**src/rtl/operand_fetch.sv**
```systemverilog
// Operand-fetch stage: 8x8 register file with write-back bypass, pending-write
// scoreboard for hazard stalls, and a registered valid/ready operand output.
module operand_fetch #(
    parameter int unsigned DATA_W = 8,
    parameter int unsigned NREGS  = 8
) (
    input  logic              clk,
    input  logic              rst_n,
    input  logic              instr_valid,
    output logic              instr_ready,
    input  logic [15:0]       instr,
    output logic              out_valid,
    input  logic              out_ready,
    output logic [DATA_W-1:0] SrcA,
    output logic [DATA_W-1:0] SrcB,
    output logic [2:0]        ULAControl,
    output logic [2:0]        rd_out,
    input  logic              wb_en,
    input  logic [2:0]        wb_addr,
    input  logic [DATA_W-1:0] wb_data,
    output logic              illegal_op
);

    logic [DATA_W-1:0] regs_q [NREGS];
    logic [NREGS-1:0]  pending_q, pending_d;
    logic [NREGS-1:0]  pend_clr;
    logic [NREGS-1:0]  wb_mask, rd_mask;

    logic              valid_q, valid_d;
    logic [DATA_W-1:0] srca_q, srca_d;
    logic [DATA_W-1:0] srcb_q, srcb_d;
    logic [2:0]        ctl_q, ctl_d;
    logic [2:0]        rd_q, rd_d;
    logic              ill_q, ill_d;

    logic [2:0]        f_op, f_rd, f_ra, f_rb;
    logic              f_use_imm;
    logic [5:0]        f_imm;
    logic              legal, hazard, ready, accept, legal_acc;
    logic [DATA_W-1:0] rd_a, rd_b;

    assign f_op      = instr[15:13];
    assign f_rd      = instr[12:10];
    assign f_ra      = instr[9:7];
    assign f_use_imm = instr[6];
    assign f_rb      = instr[2:0];
    assign f_imm     = instr[5:0];

    always_comb begin
        legal = 1'b0;
        case (f_op)
            3'b000, 3'b001, 3'b010, 3'b100, 3'b101: legal = 1'b1;
            default:                                legal = 1'b0;
        endcase
    end

    // Hazards are judged against the scoreboard after this cycle's write-back
    // clear, so a consumer issues in the same cycle its producer writes back.
    always_comb begin
        wb_mask  = '0;
        rd_mask  = '0;
        wb_mask[wb_addr] = wb_en;
        rd_mask[f_rd]    = 1'b1;
        pend_clr = pending_q & ~wb_mask;
        hazard   = pend_clr[f_ra] | (~f_use_imm & pend_clr[f_rb]) | pend_clr[f_rd];
    end

    assign ready     = (~valid_q | out_ready) & ~hazard;
    assign accept    = instr_valid & ready;
    assign legal_acc = accept & legal;

    always_comb begin
        rd_a = regs_q[f_ra];
        if (f_ra == 3'd0)
            rd_a = '0;
        else if (wb_en && wb_addr == f_ra)
            rd_a = wb_data;

        rd_b = regs_q[f_rb];
        if (f_rb == 3'd0)
            rd_b = '0;
        else if (wb_en && wb_addr == f_rb)
            rd_b = wb_data;
    end

    always_comb begin
        pending_d = pend_clr;
        if (legal_acc && f_rd != 3'd0)
            pending_d = pending_d | rd_mask;
        pending_d[0] = 1'b0;

        valid_d = valid_q;
        srca_d  = srca_q;
        srcb_d  = srcb_q;
        ctl_d   = ctl_q;
        rd_d    = rd_q;
        if (legal_acc) begin
            valid_d = 1'b1;
            srca_d  = rd_a;
            srcb_d  = f_use_imm ? {{(DATA_W-6){1'b0}}, f_imm} : rd_b;
            ctl_d   = f_op;
            rd_d    = f_rd;
        end else if (out_ready) begin
            valid_d = 1'b0;
        end

        ill_d = accept & ~legal;
    end

    always_ff @(posedge clk or negedge rst_n) begin
        if (!rst_n) begin
            for (int unsigned i = 0; i < NREGS; i++)
                regs_q[i] <= '0;
        end else if (wb_en && wb_addr != 3'd0) begin
            regs_q[wb_addr] <= wb_data;
        end
    end

    always_ff @(posedge clk or negedge rst_n) begin
        if (!rst_n) begin
            pending_q <= '0;
            valid_q   <= 1'b0;
            srca_q    <= '0;
            srcb_q    <= '0;
            ctl_q     <= '0;
            rd_q      <= '0;
            ill_q     <= 1'b0;
        end else begin
            pending_q <= pending_d;
            valid_q   <= valid_d;
            srca_q    <= srca_d;
            srcb_q    <= srcb_d;
            ctl_q     <= ctl_d;
            rd_q      <= rd_d;
            ill_q     <= ill_d;
        end
    end

    assign instr_ready = ready;
    assign out_valid   = valid_q;
    assign SrcA        = srca_q;
    assign SrcB        = srcb_q;
    assign ULAControl  = ctl_q;
    assign rd_out      = rd_q;
    assign illegal_op  = ill_q;

endmodule
```
**config.mk**
```make
export PLATFORM = sky130hd
export DESIGN_NAME = operand_fetch
export DESIGN_NICKNAME = d
export VERILOG_FILES = /design/src/rtl/operand_fetch.sv
export SDC_FILE = /design/constraint.sdc
export NUM_CORES = 1
export LEC_CHECK = 0
export ABC_AREA = 1
export CAP_MARGIN = 10
export CORE_MARGIN = 8
export CORE_UTILIZATION = 57
export DETAILED_ROUTE_END_ITERATION = 16
export HOLD_SLACK_MARGIN = 0.06
export PLACE_DENSITY = 0.9
export SLEW_MARGIN = 25
export SYNTH_ARGS = -nofsm -noshare
export SYNTH_HDL_FRONTEND = slang
export SYNTH_SLANG_ARGS = --single-unit
```
**constraint.sdc**
```tcl
create_clock -name clk -period 1.7 [get_ports clk]
set_input_delay 0.17 -clock clk [delete_from_list [all_inputs] [get_ports clk]]
set_output_delay 0.17 -clock clk [all_outputs]
set_load 0.01 [all_outputs]
```
# ---- Yosys cells after proc, flatten, opt, wreduce, memory -nomap -nowiden
# Cells that the tools add are included.
dict set report word_totals {
  word_cells 92
  out_inout_bits 25
  input_bits 32
  regBits 95
}
dict set report op_classes {
  eq_ne 6
  n_bitwise 19
  n_mux 28
  n_lt_le_gt_ge 10
  n_reduce_logical 14
}
# cell n
set ops {}
lappend ops {{8-bit 2-to-1 mux} 11}
lappend ops {{64-bit bitwise mux} 1}
lappend ops {{8-bit binary-select mux with 3-bit select} 2}
lappend ops {{8-bit demux with 3-bit select} 1}
lappend ops {{8-bit bitwise AND} 2}
lappend ops {{3-bit by 4-bit less-than comparator with 1-bit output, second input constant} 4}
lappend ops {{4-bit greater-or-equal comparator, second input constant} 3}
lappend ops {{3-bit inverter with 4-bit output} 3}
lappend ops {{1-bit binary-select mux with 3-bit select} 3}
lappend ops {{3-bit zero test} 3}
lappend ops {{1-bit 2-to-1 mux} 8}
lappend ops {{8-bit inverter} 1}
lappend ops {{8-bit OR} 1}
lappend ops {{1-bit logical AND} 7}
lappend ops {{1-bit demux with 3-bit select} 2}
lappend ops {{3-bit equality test} 2}
lappend ops {{3-bit equality test, second input constant} 2}
lappend ops {{3-bit by 1-bit greater-or-equal comparator with 1-bit output, second input constant} 2}
lappend ops {{3-bit nonzero test} 2}
lappend ops {{1-bit bitwise AND} 5}
lappend ops {{5-bit OR reduction} 1}
lappend ops {{4-bit by 1-bit less-than comparator with 1-bit output, second input constant} 1}
lappend ops {{1-bit inverter} 4}
lappend ops {{3-bit by 1-bit equality test with 1-bit output, second input constant} 1}
lappend ops {{3 further kinds} 5}

# ---- Longest topological paths before layout
dict set report logic_depth {
  word_depth 18
  ltp_mapped 16
  depth_no_buf 14
}

# ---- Worst setup path before layout
# Ideal clock, no wire load.
dict set report synth_path {
  path_kind {input to register}
  from {input port instr[8]}
  to {register rd_q[0] (netlist: rd_out[0])}
  setup_ns 0.119
  arrival_ns 1.520
  path_stages 16
  n_path_buf 3
  required_ns 1.581
  slack_ns 0.061
  cell_sequence {buf_2 > inv_2 > nand2_1 > inv_2 > nand3_1 > nand2_1 > inv_1 > nand2_1 > nand2_1 > nand2_1 > nor2_4 > nand4_1 > buf_4 > buf_6 > nand2_1 > o21ai_2}
}
dict set report synth_via {
  elab_chain_cells 8
}
# item line
set synth_lines {}
lappend synth_lines {{start, declared} 11} ;# input logic [15:0] instr,
lappend synth_lines {{1-bit binary-select mux with 3-bit select} 65} ;# hazard = pend_clr[f_ra] | (~f_use_imm & pend_clr[f_rb]) | pend_clr[f_rd];
lappend synth_lines {{1-bit 2-to-1 mux (not written as such)} 65}
lappend synth_lines {{1-bit OR (2 in series)} 65}
lappend synth_lines {{1-bit inverter} 68} ;# assign ready = (~valid_q | out_ready) & ~hazard;
lappend synth_lines {{1-bit bitwise AND} 68}
lappend synth_lines {{1-bit bitwise AND} 69} ;# assign accept = instr_valid & ready;
lappend synth_lines {{1-bit bitwise AND} 70} ;# assign legal_acc = accept & legal;
lappend synth_lines {{end signal, assigned} 134} ;# rd_q <= rd_d;
lappend synth_lines {{end, declared} 33} ;# logic [2:0] rd_q, rd_d;
# No other way between the ends. The select of a mux whose other input is x is not followed.
# A chain may end at the register's enable or synchronous reset.

# ---- Final worst setup path
dict set report layout_path {
  from {register pending_q[2]}
  to {output port instr_ready}
}
dict set report layout_via {
  elab_chain_cells 8
  word_cells_on_any_way 12
  classes_between {mux: 6; bitwise: 6}
}
# item line
set layout_lines {}
lappend layout_lines {{start, declared} 25} ;# logic [NREGS-1:0] pending_q, pending_d;
lappend layout_lines {{start signal, assigned} 129} ;# pending_q <= pending_d;
lappend layout_lines {{8-bit bitwise AND (*)} 64} ;# pend_clr = pending_q & ~wb_mask;
lappend layout_lines {{1-bit binary-select mux with 3-bit select} 65}
lappend layout_lines {{1-bit 2-to-1 mux (not written as such)} 65}
lappend layout_lines {{1-bit bitwise AND} 65}
lappend layout_lines {{1-bit OR} 65}
lappend layout_lines {{1-bit OR (*)} 65}
lappend layout_lines {{1-bit inverter (*)} 68}
lappend layout_lines {{1-bit bitwise AND (*)} 68}
lappend layout_lines {{end, declared} 10} ;# output logic instr_ready,
# Every way passes the cells marked *; elsewhere a longest branch is shown, timed or not. The select of a mux whose other input is x is not followed.

==> flow_summary.ini <==
[critical_path]
crit_family = simple AND/OR/NAND/NOR gates
startpoint = pending_q[2]
worstPathBufferInverterCount = 2
cp-start-kind = flip-flop
cp.depth = 7
worstPathArrival_ps = 1550
max_stage_delay_ps = 430
worstPathRequired_ps = 1530
reg2reg_from = pending_q[2]
worstSetupEndpoint = instr_ready
crit_slowest_cell = dfrtp_1
crit_fanout = 3
r2r_end = SrcB[2]
path_class = reg -> out
regToRegSetupSlack_ps = -10
endpoint_kind = primary output
cp_cell_sequence = nand2_2, o21ai_1, inv_1, nand3_1, nand3_2, and2_4, buf_6
rr_worst_depth = 11

[floorplan]
core_um2 = 8721
die_area_um2 = 12260
io_pins = 57
dieHeight_um = 110.7
die_width_um = 110.7
rows = 34
initial_core_util = 0.5865

[clock_network]
path_clk_slew_ps = 100
cts_buffer_depth = 2
cts_root_buf = clkbuf_8
numCtsBuffers = 9
htreeDepth = 3
cts_sinks = 95
cts_tree = done
clk_latency_ps = 370

[global_routing]
gr-total-overflow = 0
grt_pass1_wl_um = 26210
antenna_found_initial = 0
grt_max_degree = 39
grt_usage = 0.2593
grt_pass1_vias = 5142

[timing]
setup_ws_ps = -21.04
layout_min_cycle_time_ps = 1721
setup_viol = 2
slew_headroom = 0.7110
fin_crit_sh = 1.012
tightest_slew_ps = 433.5
clock.fmax_mhz = 581.0
finClkSkew_ps = 13.49
hold_viol = 0
final_max_slew_viol_count = 0
rsz0062_at_grt = yes
worst_hold_slack_ps = 251.8

[synth]
ys_seq_elements = 95
netlist_instances = 666
syn_area_um2 = 5115
synthArstFlopShare = 1.000
synth_nets = 698
yosys_warnings = 0
synth_edf_count = 0
yosysSeqAreaShare = 0.4648
synthFlopType = dfrtp_1
avgSynthCellArea_um2 = 7.680
synth_cell_types = 33

[routing]
vias = 5426
wire_per_inst_um = 19.48
drt_iter0_drc = 698
routed_wl_um = 17210
avgViaCountPerCell = 6.145
drc = 0
postRouteAntennaNets = 0
firstDrtPassIters = 7

[power_and_ir_drop]
ir_worst_vdd_uv = 577.2
p_sw_frac = 0.3447
total_power_mw = 7.225
switchingPower_mw = 2.491
pwr-share-seq = 0.444
pwr-share-clk = 0.221
power.density_nw_per_um2 = 1094
p_int_mw = 4.734
power_frac_comb = 0.334
p_leak_nw = 3.225

[final_layout]
areaGrowthSynthToFinish_pct = 29.16
layout.area.seq_um2 = 2377
drive_above_1_share = 0.2000
final_nets = 802
multiInputGateArea_um2 = 2415
num_antenna_cells = 0
n_fill_cell = 592

[placed_design]
io_buffers = 56
globalplace.congestion = 0.9424
dp_hpwl_um = 11780

[status]
violations = negative setup slack
status = finished, violations left

[hold_path]
hp-class = in -> reg

[run]
cap_viol_max_count = 0
[per-layer routing]
layer	routed length, um	track usage	up-vias	part of all wire
li1	-	-	2442	-
met1	6415	0.3226	2476	0.37
met2	8287	0.4149	401	0.48
met3	1753	0.06710	107	0.10
met4	748	0.1144	0	0.043
met5	0	0	-	0
[power groups by stage]
stage                     combinational, mW  sequential [mW]  clock (mW)
after global placement                 2.15             3.17           0
after CTS                              2.26             3.17        1.61
after global routing                   2.63             3.26        1.69
after detailed placement               2.24             3.20           0
after floorplan                        1.04             3.22           0
final                                  2.41             3.21        1.60
[worst min-delay path by stage]
stage	startpoint	end	slack [ps]	cells after the start
2_1_floorplan	rst_n	SrcA[0]	-130	0
3_3_place_gp	rst_n	regs_q[29]	140	1
3_5_place_dp	rst_n	regs_q[29]	140	1
4_1_cts	instr[11]	rd_out[1]	240	3
5_1_grt	wb_addr[1]	pending_q[3]	290	6
6_report	instr[11]	rd_out[1]	250	3
[cells in the mapped netlist (4+ instances only)]
library cell	n	area (um^2)
nor2_1	14	52.55
dfrtp_1	95	2377
clkbuf_1	30	112.6
inv_2	6	22.52
o2111ai_1	5	43.79
nand2_2	4	25.02
o21ai_0	90	450.4
o21ai_1	7	35.03
nand3_1	55	275.3
o21ai_2	5	43.79
o221ai_1	9	78.83
nand2_4	4	45.04
or2_2	7	43.79
inv_1	39	146.4
nor2_4	5	56.30
buf_2	6	30.03
buf_1	4	15.01
nand2_1	201	754.5
o211ai_1	10	75.07
a22oi_1	10	75.07
a21oi_1	38	190.2
[cells in the final DEF, fill, tap and decap left out, types with 2 or more instances in the layout]
master and n:
a21oi_1 38, a22oi_1 10, buf_12 6, buf_4 69, buf_6 5, clkbuf_16 2, clkbuf_8 11, clkdlybuf4s50_1 45
clkinv_2 2, dfrtp_1 95, dlygate4sd2_1 6, inv_1 36, inv_2 8, nand2_1 192, nand2_2 12, nand2_4 5
nand3_1 53, nand3_2 4, nand4_1 3, nor2_1 12, nor2_2 4, nor2_4 5, o2111ai_1 5, o211ai_1 10
o21ai_0 83, o21ai_1 12, o21ai_2 7, o221ai_1 9, o22ai_1 3, or2_2 7, xnor2_1 2
[repair_timing]
item                                   in CTS  in global routing
gates resized for setup                    28                 23
gates cloned                                0                  3
hold buffers                                1                  0
endpoints found under the hold margin      31                  0
pin swaps                                   4                  9
buffers inserted                            2                  1
setup endpoints to repair                  31                 31
[cell type report]
cell class / count / area share
Clock buffer: 11 / 0.02292
Clock inverter: 5 / 0.009659
Inverter: 47 / 0.02727
Multi-Input combinational cell: 480 / 0.3655
Sequential cell: 95 / 0.3598
Tap cell: 108 / 0.02045
Timing Repair Buffer: 137 / 0.1943
[tightest hold or removal path, delay by kind of cell]
kind	cells	cell delay, ps
buf+inv	1	290
simple gates	2	130
[metrics by stage]
| stage | area (um^2) | worst slack, ps | instances | setup TNS [ps] | util |
|---|---|---|---|---|---|
| after detailed placement | 6240 | -724.8 | 860 | -19880 | 0.7155 |
| after floorplan | 5115 | 60.60 | 666 | 0 | - |
| after CTS | 6499 | 1.865 | 879 | 0 | 0.7452 |
| final | 6606 | -21.04 | 883 | -27.29 | 0.7575 |
| after global routing | 6606 | -108.5 | 883 | -1670 | 0.7575 |
| after global placement | 6240 | -646.7 | 860 | -14940 | 0.7155 |
[flip-flops by register name, summed over array words and instances, names as in the netlist]
| register | cells |
|---|---|
| SrcA | 8 |
| SrcB | 8 |
| out_valid | 1 |
| ULAControl | 3 |
| pending_q | 7 |
| rd_out | 3 |
| regs_q | 64 |
| illegal_op | 1 |
[kinds of logic (layout without fill, tap and decap cells)]
| family | Yosys count | count (layout) | synth area share |
|---|---|---|---|
| AND/OR/NAND/NOR | 298 | 298 | 0.2561 |
| AO/OA/AOI/OAI | 180 | 180 | 0.2023 |
| flip-flops | 95 | 95 | 0.4648 |
| buffers and inverters | 91 | 200 | 0.07339 |
| XOR/XNOR | 2 | 2 | 0.003425 |
Note: power is estimated with default switching activity, not from simulation.
